### src/rtl/sdram_multiport_arbiter_if.sv
// Bus bundle between the per-port CDC buffers, the arbiter and the SDRAM
// controller core.
// master: arbiter side (drives acc_o/adr_o/dat_o/sel_o/we_o, p_ack_o, p_dat_o)
// slave : environment side (port requests, controller ack/data/idle)
interface sdram_multiport_arbiter_if #(
    parameter int PORTS = 3,
    parameter int AW    = 32,
    parameter int DW    = 16
);
    // port side
    logic [PORTS-1:0]        p_acc_i;
    logic [PORTS*AW-1:0]     p_adr_i;
    logic [PORTS*DW-1:0]     p_dat_i;
    logic [PORTS*DW/8-1:0]   p_sel_i;
    logic [PORTS-1:0]        p_we_i;
    logic [PORTS-1:0]        p_ack_o;
    logic [DW-1:0]           p_dat_o;
    // controller side
    logic                    sdram_idle_i;
    logic                    acc_o;
    logic [AW-1:0]           adr_o;
    logic [DW-1:0]           dat_o;
    logic [DW/8-1:0]         sel_o;
    logic                    we_o;
    logic                    ack_i;
    logic [DW-1:0]           dat_i;

    modport master (
        input  p_acc_i, p_adr_i, p_dat_i, p_sel_i, p_we_i,
        input  sdram_idle_i, ack_i, dat_i,
        output p_ack_o, p_dat_o,
        output acc_o, adr_o, dat_o, sel_o, we_o
    );

    modport slave (
        output p_acc_i, p_adr_i, p_dat_i, p_sel_i, p_we_i,
        output sdram_idle_i, ack_i, dat_i,
        input  p_ack_o, p_dat_o,
        input  acc_o, adr_o, dat_o, sel_o, we_o
    );
endinterface

### src/rtl/sdram_multiport_arbiter.sv
// N-port arbiter in front of the SDRAM controller core: round-robin or
// fixed-priority grant, per-grant ack quota, IDLE/BUSY/DRAIN grant FSM.
// Ports: sdram_clk, sdram_rst (async, active-high), bus (master modport of
// sdram_multiport_arbiter_if), grant_o (one-hot), grant_enc_o (encoded).
// Optional: define SDRAM_ARB_AGING_EN for per-port wait-age promotion.
module sdram_multiport_arbiter #(
    parameter int PORTS     = 3,
    parameter int AW        = 32,
    parameter int DW        = 16,
    parameter int ARB_MODE  = 0,
    parameter int QUOTA     = 8,
    parameter int AGE_LIMIT = 64
) (
    input  logic                       sdram_clk,
    input  logic                       sdram_rst,
    sdram_multiport_arbiter_if.master  bus,
    output logic [PORTS-1:0]           grant_o,
    output logic [$clog2(PORTS)-1:0]   grant_enc_o
);
    localparam int GW = $clog2(PORTS);
    localparam int SW = DW / 8;
    localparam int CW = (QUOTA > 0) ? $clog2(QUOTA + 1) : 1;

    if (PORTS < 2 || (DW % 8) != 0 || AGE_LIMIT < 1) begin : g_cfg_err
        $error("sdram_multiport_arbiter: bad parameters");
    end

    typedef enum logic [1:0] {IDLE, BUSY, DRAIN} state_t;

    state_t          state;
    logic [CW-1:0]   cnt;
    logic            qexp;
    logic [PORTS-1:0] others;
    logic [PORTS-1:0] req;
    logic [PORTS-1:0] aged;
    logic [GW-1:0]   pick_enc;
    logic            quota_hit;
    logic            start;
    logic            found;
    int              idx;

    // muxes and ack routing
    assign bus.adr_o   = bus.p_adr_i[grant_enc_o*AW +: AW];
    assign bus.dat_o   = bus.p_dat_i[grant_enc_o*DW +: DW];
    assign bus.sel_o   = bus.p_sel_i[grant_enc_o*SW +: SW];
    assign bus.we_o    = |(bus.p_we_i & grant_o);
    assign bus.acc_o   = (state == BUSY) && |(bus.p_acc_i & grant_o);
    assign bus.p_ack_o = (state != IDLE && bus.ack_i) ? grant_o : '0;
    assign bus.p_dat_o = bus.dat_i;

    assign others    = bus.p_acc_i & ~grant_o;
    assign quota_hit = (QUOTA != 0) && bus.ack_i &&
                       (cnt == CW'(QUOTA - 1));
    assign start     = |bus.p_acc_i && bus.sdram_idle_i;

    // A port whose grant ended on quota sits out the next arbitration
    // when anyone else wants the bus; this is what lets fixed priority
    // ever serve a lower port.
    always_comb begin
        req = bus.p_acc_i;
        if (qexp && |others)
            req = others;
    end

    always_comb begin
        pick_enc = grant_enc_o;
        found    = 1'b0;
        idx      = 0;
        if (|(aged & bus.p_acc_i)) begin
            for (int i = 0; i < PORTS; i++) begin
                if (!found && aged[i] && bus.p_acc_i[i]) begin
                    pick_enc = i[GW-1:0];
                    found    = 1'b1;
                end
            end
        end else if (ARB_MODE == 1) begin
            for (int i = 0; i < PORTS; i++) begin
                if (!found && req[i]) begin
                    pick_enc = i[GW-1:0];
                    found    = 1'b1;
                end
            end
        end else begin
            // search starts one past the last grant, wraps onto it
            for (int i = 1; i <= PORTS; i++) begin
                idx = (int'(grant_enc_o) + i) % PORTS;
                if (!found && req[idx]) begin
                    pick_enc = idx[GW-1:0];
                    found    = 1'b1;
                end
            end
        end
    end

    always_ff @(posedge sdram_clk or posedge sdram_rst) begin
        if (sdram_rst) begin
            state       <= IDLE;
            grant_o     <= PORTS'(1);
            grant_enc_o <= '0;
            cnt         <= '0;
            qexp        <= 1'b0;
        end else begin
            unique case (state)
                IDLE: begin
                    if (start) begin
                        grant_o     <= PORTS'(1) << pick_enc;
                        grant_enc_o <= pick_enc;
                        cnt         <= '0;
                        qexp        <= 1'b0;
                        state       <= BUSY;
                    end
                end
                BUSY: begin
                    if (bus.ack_i)
                        cnt <= cnt + 1'b1;
                    if (quota_hit && |others) begin
                        qexp  <= 1'b1;
                        state <= DRAIN;
                    end else begin
                        if (quota_hit)
                            cnt <= '0;
                        if (!(|(bus.p_acc_i & grant_o)))
                            state <= DRAIN;
                    end
                end
                DRAIN: begin
                    if (bus.sdram_idle_i) begin
                        cnt   <= '0;
                        state <= IDLE;
                    end
                end
                default: state <= IDLE;
            endcase
        end
    end

`ifdef SDRAM_ARB_AGING_EN
    localparam int AGW = $clog2(AGE_LIMIT + 1);

    logic [AGW-1:0] age [PORTS];

    always_ff @(posedge sdram_clk or posedge sdram_rst) begin
        if (sdram_rst) begin
            for (int i = 0; i < PORTS; i++)
                age[i] <= '0;
        end else begin
            for (int i = 0; i < PORTS; i++) begin
                if ((state == IDLE && start && pick_enc == i[GW-1:0]) ||
                    (state != IDLE && grant_o[i]))
                    age[i] <= '0;
                else if (bus.p_acc_i[i] && age[i] != AGW'(AGE_LIMIT))
                    age[i] <= age[i] + 1'b1;
            end
        end
    end

    always_comb begin
        aged = '0;
        for (int i = 0; i < PORTS; i++)
            aged[i] = (age[i] == AGW'(AGE_LIMIT));
    end
`else
    assign aged = '0;
`endif

endmodule

### src/flat_wrapper.sv
// flat-port wrapper written by rule: the top's interface ports become plain ports
module sdram_multiport_arbiter_flat 
#(
    parameter int PORTS     = 3,
    parameter int AW        = 32,
    parameter int DW        = 16,
    parameter int ARB_MODE  = 0,
    parameter int QUOTA     = 8,
    parameter int AGE_LIMIT = 64
)
  (sdram_clk, sdram_rst, grant_o, grant_enc_o, bus_p_acc_i, bus_p_adr_i, bus_p_dat_i, bus_p_sel_i, bus_p_we_i, bus_sdram_idle_i, bus_ack_i, bus_dat_i, bus_p_ack_o, bus_p_dat_o, bus_acc_o, bus_adr_o, bus_dat_o, bus_sel_o, bus_we_o);
  sdram_multiport_arbiter_if #(.PORTS(PORTS), .AW(AW), .DW(DW)) bus_i ();
  input  logic sdram_clk;
  input  logic sdram_rst;
  output logic [PORTS-1:0] grant_o;
  output logic [$clog2(PORTS)-1:0] grant_enc_o;
  input wire logic [$bits(bus_i.p_acc_i)-1:0] bus_p_acc_i;
  input wire logic [$bits(bus_i.p_adr_i)-1:0] bus_p_adr_i;
  input wire logic [$bits(bus_i.p_dat_i)-1:0] bus_p_dat_i;
  input wire logic [$bits(bus_i.p_sel_i)-1:0] bus_p_sel_i;
  input wire logic [$bits(bus_i.p_we_i)-1:0] bus_p_we_i;
  input wire logic [$bits(bus_i.sdram_idle_i)-1:0] bus_sdram_idle_i;
  input wire logic [$bits(bus_i.ack_i)-1:0] bus_ack_i;
  input wire logic [$bits(bus_i.dat_i)-1:0] bus_dat_i;
  output wire logic [$bits(bus_i.p_ack_o)-1:0] bus_p_ack_o;
  output wire logic [$bits(bus_i.p_dat_o)-1:0] bus_p_dat_o;
  output wire logic [$bits(bus_i.acc_o)-1:0] bus_acc_o;
  output wire logic [$bits(bus_i.adr_o)-1:0] bus_adr_o;
  output wire logic [$bits(bus_i.dat_o)-1:0] bus_dat_o;
  output wire logic [$bits(bus_i.sel_o)-1:0] bus_sel_o;
  output wire logic [$bits(bus_i.we_o)-1:0] bus_we_o;
  assign bus_i.p_acc_i = bus_p_acc_i;
  assign bus_i.p_adr_i = bus_p_adr_i;
  assign bus_i.p_dat_i = bus_p_dat_i;
  assign bus_i.p_sel_i = bus_p_sel_i;
  assign bus_i.p_we_i = bus_p_we_i;
  assign bus_i.sdram_idle_i = bus_sdram_idle_i;
  assign bus_i.ack_i = bus_ack_i;
  assign bus_i.dat_i = bus_dat_i;
  assign bus_p_ack_o = bus_i.p_ack_o;
  assign bus_p_dat_o = bus_i.p_dat_o;
  assign bus_acc_o = bus_i.acc_o;
  assign bus_adr_o = bus_i.adr_o;
  assign bus_dat_o = bus_i.dat_o;
  assign bus_sel_o = bus_i.sel_o;
  assign bus_we_o = bus_i.we_o;
  sdram_multiport_arbiter #(.PORTS(PORTS), .AW(AW), .DW(DW), .ARB_MODE(ARB_MODE), .QUOTA(QUOTA), .AGE_LIMIT(AGE_LIMIT)) u_core (.sdram_clk(sdram_clk), .sdram_rst(sdram_rst), .bus(bus_i), .grant_o(grant_o), .grant_enc_o(grant_enc_o));
endmodule
### config.mk
export PLATFORM = sky130hd
export DESIGN_NAME = sdram_multiport_arbiter_flat
export DESIGN_NICKNAME = d
export VERILOG_FILES = /design/src/rtl/sdram_multiport_arbiter_if.sv /design/src/rtl/sdram_multiport_arbiter.sv /design/src/flat_wrapper.sv
export SDC_FILE = /design/constraint.sdc
export NUM_CORES = 1
export LEC_CHECK = 0
export BUFFER_PORTS_ARGS = -buffer_cell sky130_fd_sc_hd__buf_2
export CAP_MARGIN = 20
export CORE_AREA = 2 2 97 99
export DETAILED_ROUTE_END_ITERATION = 6
export DIE_AREA = 0 0 99 101
export GPL_TIMING_DRIVEN = 0
export MAX_ROUTING_LAYER = met4
export PLACE_DENSITY_LB_ADDON = 0.25
export SLEW_MARGIN = 20
export SYNTH_ARGS = -nofsm -noshare
export SYNTH_HDL_FRONTEND = slang
export SYNTH_SLANG_ARGS = --single-unit
### constraint.sdc
create_clock -name sdram_clk -period 2.1 [get_ports sdram_clk]
set_input_delay 0.42 -clock sdram_clk [delete_from_list [all_inputs] [get_ports sdram_clk]]
set_output_delay 0.42 -clock sdram_clk [all_outputs]
set_load 0.005 [all_outputs]
# After elaboration in Yosys (flattened, before gate mapping)
# Index checks and enable logic that the tools add are counted.
# word_totals
inputBits	176
regBits	12
elab_cells	82
output_inout_bits	76
# classes
n_div	3
eq_ne	7
n_bitwise	4
n_mux	30
n_reduce_logical	22
n_shift	4
n_lt_le_gt_ge	3
add_sub_neg	4
# op_table
cell	count
$lt A32 B4 Y1 const B	3
$mod A32 B3 Y32 const B	3
$shiftx A96 B8 Y32	1
$shiftx A48 B7 Y16	1
$mux W4	5
$mux W2	7
$pmux W4 S3	1
$reduce_or A3 Y1	4
$mux W1	10
$and A3 B3 Y3	3
$reduce_and A3 Y1	3
$logic_and A1 B1 Y1	8
$add A2 B2 Y3 const B	2
$bmux W1 S2	3
$mux W3	2
$pmux W2 S3	1
$shiftx A6 B4 Y2	1
$add A4 B1 Y4 const B	1
$eq A4 B3 Y1 const B	1
$ne A2 B2 Y1 const B	2
$reduce_bool A2 Y1	2
$add A2 B1 Y3 const B	1
$ne A3 B3 Y1 const B	1
$not A3 Y3	1
other kinds (9)	10

# Depth between registers and ports, before layout
# logic_depth
word_depth	16
mapped_depth	10

# Worst setup path before layout
# Ideal clock, no wire load.
# synth_timing
path_kind	reg-to-reg
startpoint	register u_core.grant_enc_o[0]
endpoint	register u_core.grant_enc_o[0]
n_path_buf	2
period_less_slack_ps	2352
path_stages_with_launch	10
setup_ps	125
path_slack_ps	-252
arrival_ps	2227
required_ps	1975
path_cell_list	dfrtp_1 -> clkbuf_1 -> inv_1 -> ha_1 -> dlygate4sd1_1 -> nand3b_1 -> a32oi_2 -> o221a_2 -> a32oi_2 -> mux2_2
# synth_between
elab_chain_len	12
# synth_lines
element	line	rtl
start: declaration	sdram_multiport_arbiter.sv:18	output logic [$clog2(PORTS)-1:0] grant_enc_o
start signal: assignment	sdram_multiport_arbiter.sv:107	grant_enc_o <= pick_enc;
$add A2 B1 Y3	sdram_multiport_arbiter.sv:86	idx = (int'(grant_enc_o) + i) % PORTS;
$mod A32 B3 Y32	sdram_multiport_arbiter.sv:86	
$bmux W1 S2	sdram_multiport_arbiter.sv:87	if (!found && req[idx]) begin
$mux W1 (implied by the code) (2 in a row)	sdram_multiport_arbiter.sv:87	
$mux W1	sdram_multiport_arbiter.sv:87	
$logic_not A1 Y1	sdram_multiport_arbiter.sv:87	
$logic_and A1 B1 Y1	sdram_multiport_arbiter.sv:87	
$mux W1	sdram_multiport_arbiter.sv:87	
$logic_not A1 Y1	sdram_multiport_arbiter.sv:87	
$logic_and A1 B1 Y1	sdram_multiport_arbiter.sv:87	
$mux W2 (*)	sdram_multiport_arbiter.sv:87	
# Mark *: on every way between the ends. The rest lies on a longest branch, timed or not. The select of a mux whose other input is x is not followed.
# A chain may end at the register's enable or synchronous reset.

# Worst setup path in the final report
# layout_timing
startpoint	register u_core.grant_enc_o[1]
endpoint	register u_core.grant_enc_o[0]
# The elaborated chain is that of the path after synthesis.

==> summary.txt <==
Logic synthesis
  – Compound-Gate Fraction of Synth Area: 0.2793
  – Sequential element share of the synthesized area: 0.1352
  – Synthesized instance count: 312
  – Main combinational cell family by area after synthesis: compound AO/OA/AOI/OAI gates
  – Yosys cell types: 56
  – Most used DFF post-synth: dfrtp_1
  – Post-synthesis mux area share: 0.2294
  – Mapped Area: 2231 sq um
  – Adder-Cell Fraction of Synth Area: 0.01683
  – Asr flop ratio synth: 1.000
  – EDFF count, synth: 0
  – Syn. warnings: 0
  – Post-Syn Area per Cell: 7.150 sq um
  – Post-Synth XOR/XNOR Area: 0.003926
  – Mapped Nets: 491
  – Post-Synth Simple-Gate Area: 0.2131
  – #FFs+latches synth: 12

Min path
  – Hold Path Class: input pin to asynchronous set/reset pin

Timing
  – Final Hold Slack: 167.9 ps
  – Final setup fails: 3
  – Min setup slack post-route: -21.60 ps
  – Worst-Margin Slew: 842.2 ps
  – Tmin final: 2122 ps
  – Final period util: 1.010
  – Final setup skew: 4.027 ps
  – Fmax: 471.3 MHz
  – Slew margin rel.: 0.4376
  – RSZ-0062 raised after global routing: true
  – Slew Limit Fails: 0
  – Hold Violations, Final: 0

Setup path
  – Critical path, cell by cell: buf_4 -> ha_4 -> buf_4 -> nand2_1 -> o211ai_1 -> a32oi_4 -> mux2_4
  – Cell repeated most along the worst path: buf_4
  – Crit path arrival time: 2240 ps
  – Max stage delay cell, worst path: dfrtp_2
  – Critical path startpoint: u_core.grant_enc_o[1]
  – Reg2reg start: u_core.grant_enc_o[1]
  – CP bufs+invs: 2
  – CP Launch Type: register
  – CP Capture Type: register
  – Setup CP Type: register to register
  – CP max FO: 6
  – CP top delay family: compound AO/OA/AOI/OAI gates
  – Required time worst endpoint: 2220 ps
  – Slowest Stage Delay on Critical Path: 430 ps

Detailed routing
  – WL final: 10280 um
  – Initial DRC Count: 100
  – Vias after detailed routing: 3279
  – Drt pass-1 iters: 6
  – DRC: 0
  – Vias/cell: 4.843
  – Drt wl/cell: 15.18 um
  – ANT nets after route: 0

Placement
  – Cells after DPL: 657
  – Dpl ws: -539.2 ps
  – RePlAce Congestion: 0.9152
  – Input/output buffers: 234
  – Post-DP HPWL: 8469 um

Finish
  – Inserted Diodes: 0
  – Final #Nets: 746
  – Area grow syn2layout: 78.07%
  – Layout cells sized above 1: 0.5795
  – Final std cells w/o fill: 677

Pwr
  – Internal power: 0.002460 W
  – Clock power share: 0.053
  – NetSw: 0.002232 W
  – Power Dens Cells: 1181 nW/um^2
  – Sequential share of power: 0.090
  – Worst VDD drop: 472.9 uV
  – Comb pwr share: 0.857
  – Leak: 2.095 nW
  – Switching fraction of total power: 0.4757

GRT
  – First-pass GRT wire length: 14970 um
  – Antenna violations before repair: 0
  – Gr usage total: 0.1882
  – Largest net degree at the start of global routing: 13
  – Vias in the first global route: 3088
  – Congestion Overflow GR: 0

Floorplanning
  – Ports: 252
  – Die area: 9999 sq um
  – Cell Rows: 35
  – Initial Util: 0.2485
  – DIE WIDTH: 99 um
  – Die Y-Extent: 101 um
  – Core area: 8977 sq um

Clock network
  – CTS H-tree depth: 1
  – Root buffer cell: clkbuf_8
  – CTS Buf Count: 3
  – Hold-fix buffers, CTS: 0
  – CTS tree: yes
  – Clock Pin Slew Worst Setup and Hold Paths: 50 ps
  – # clock sinks: 12
  – CTS max path bufs: 2
  – Clk_lat worst skew: 240 ps

Run status
  – Status: finished, violations left
  – Violated checks: setup timing

Job
  – Max Cap Violations: 0
-- routing by layer --
metal | track usage | share of wire
met1 | 0.2212 | 0.39
met5 | - | 0
met2 | 0.3451 | 0.53
met4 | 0.01475 | 0.013
met3 | 0.03814 | 0.067
-- worst register-to-register path, cell delays in order, from the launching register on --
cell and delay [ps]:
dfrtp_2 430, buf_4 170, ha_4 330, buf_4 130, nand2_1 110, o211ai_1 350, a32oi_4 190, mux2_4 300
-- cell usage after synthesis, types with 2 or more instances --
master,n,area share
a32oi_2,2,0.015
a222oi_1,2,0.0090
ha_1,3,0.017
and2_1,5,0.014
nand2b_1,3,0.0084
nand3_1,4,0.0090
o31ai_1,3,0.010
inv_1,8,0.013
a21oi_1,7,0.016
nor2b_1,3,0.0084
dfrtp_1,11,0.12
clkbuf_1,13,0.022
nand4b_1,3,0.012
nand4_1,2,0.0056
buf_4,18,0.061
o21ai_1,2,0.0045
nor2_1,8,0.013
buf_1,3,0.0050
o2111ai_1,2,0.0079
mux2i_1,50,0.22
o21ai_0,53,0.12
buf_6,3,0.015
nand2_1,70,0.12
a32oi_1,2,0.0079
-- through the flow --
stage	util	TNS [ps]	total power (W)	cell area, sq um
floorplan	-	0	0.002359	2243
global placement	0.3958	-8725	0.003590	3553
detailed placement	0.3958	-9627	0.003628	3553
CTS	0.4203	-136.0	0.004310	3774
global route	0.4425	-555.0	0.005097	3973
finish	0.4425	-26.74	0.004692	3973
-- timing repair --
item                                    in CTS  in global routing
endpoints found under the setup margin      55                 43
endpoints found under the hold margin        0                  0
buffers inserted                            10                  6
pin swaps                                    8                 13
gates resized for setup                     40                 49
cloned                                       0                  1
-- cells by family (layout without fill, tap and decap cells) --
family | count (synthesis) | count (layout)
simple gates | 105 | 105
compound gates | 93 | 93
mux | 51 | 51
buf+inv | 47 | 301
flops | 12 | 12
fa+ha+maj | 3 | 3
xor+xnor | 1 | 1
-- power by group through the flow --
stage | sequential, W | combinational, W | clock (W)
finish | 0.000421 | 0.00402 | 0.000250
global route | 0.000434 | 0.00439 | 0.000273
CTS | 0.000421 | 0.00363 | 0.000257
detailed placement | 0.000447 | 0.00318 | 0
global placement | 0.000442 | 0.00315 | 0
floorplan | 0.000415 | 0.00194 | 0
-- layout by cell type, fill, tap and decap left out, types with 2 or more instances in the layout --
| cell type | instances |
|---|---|
| ha_1 | 2 |
| nand2_1 | 65 |
| a222oi_1 | 2 |
| nand3_2 | 2 |
| o21ai_2 | 5 |
| nand2_2 | 5 |
| buf_2 | 236 |
| clkbuf_8 | 4 |
| dfrtp_1 | 9 |
| inv_4 | 2 |
| a32oi_1 | 2 |
| buf_4 | 34 |
| nand2b_1 | 3 |
| nor2b_1 | 3 |
| o21ai_1 | 12 |
| nand4b_1 | 3 |
| mux2i_1 | 49 |
| dfrtp_2 | 2 |
| and2_1 | 5 |
| o21ai_0 | 38 |
| nand3_1 | 2 |
| o31ai_1 | 2 |
| buf_8 | 3 |
| nand4_1 | 2 |
| clkbuf_1 | 5 |
| nor2_1 | 7 |
| clkbuf_4 | 2 |
| a21oi_1 | 6 |
| buf_6 | 7 |
| inv_1 | 5 |
-- sequential cells by signal, summed over array words and instances (netlist names) --
register,cells
u_core.cnt,4
u_core.grant_enc_o,2
u_core.state,2
u_core.qexp,1
u_core.grant_o,3
-- final timing paths --
path / slack (ps) / cells after the start / end
worst max-delay path: -20 / 7 / u_core.grant_enc_o[0]
min in group sdram_clk: 470 / 3 / u_core.cnt[2]
worst max register to register: -20 / 7 / u_core.grant_enc_o[0]
worst min register to register: 510 / 1 / u_core.cnt[2]
worst min-delay path: 170 / 2 / u_core.qexp
max in group asynchronous: 1600 / 2 / u_core.grant_o[0]
-- final cells by class --
class | count | area (sq um)
buffer | 38 | 306.5
clock buffer | 4 | 55.05
fill | 939 | 5005
inverter | 8 | 38.79
multi-input combinational | 253 | 1797
sequential | 12 | 304.0
tap | 111 | 138.9
timing repair buffer | 251 | 1333
Note: power is estimated with default switching activity, not from simulation.
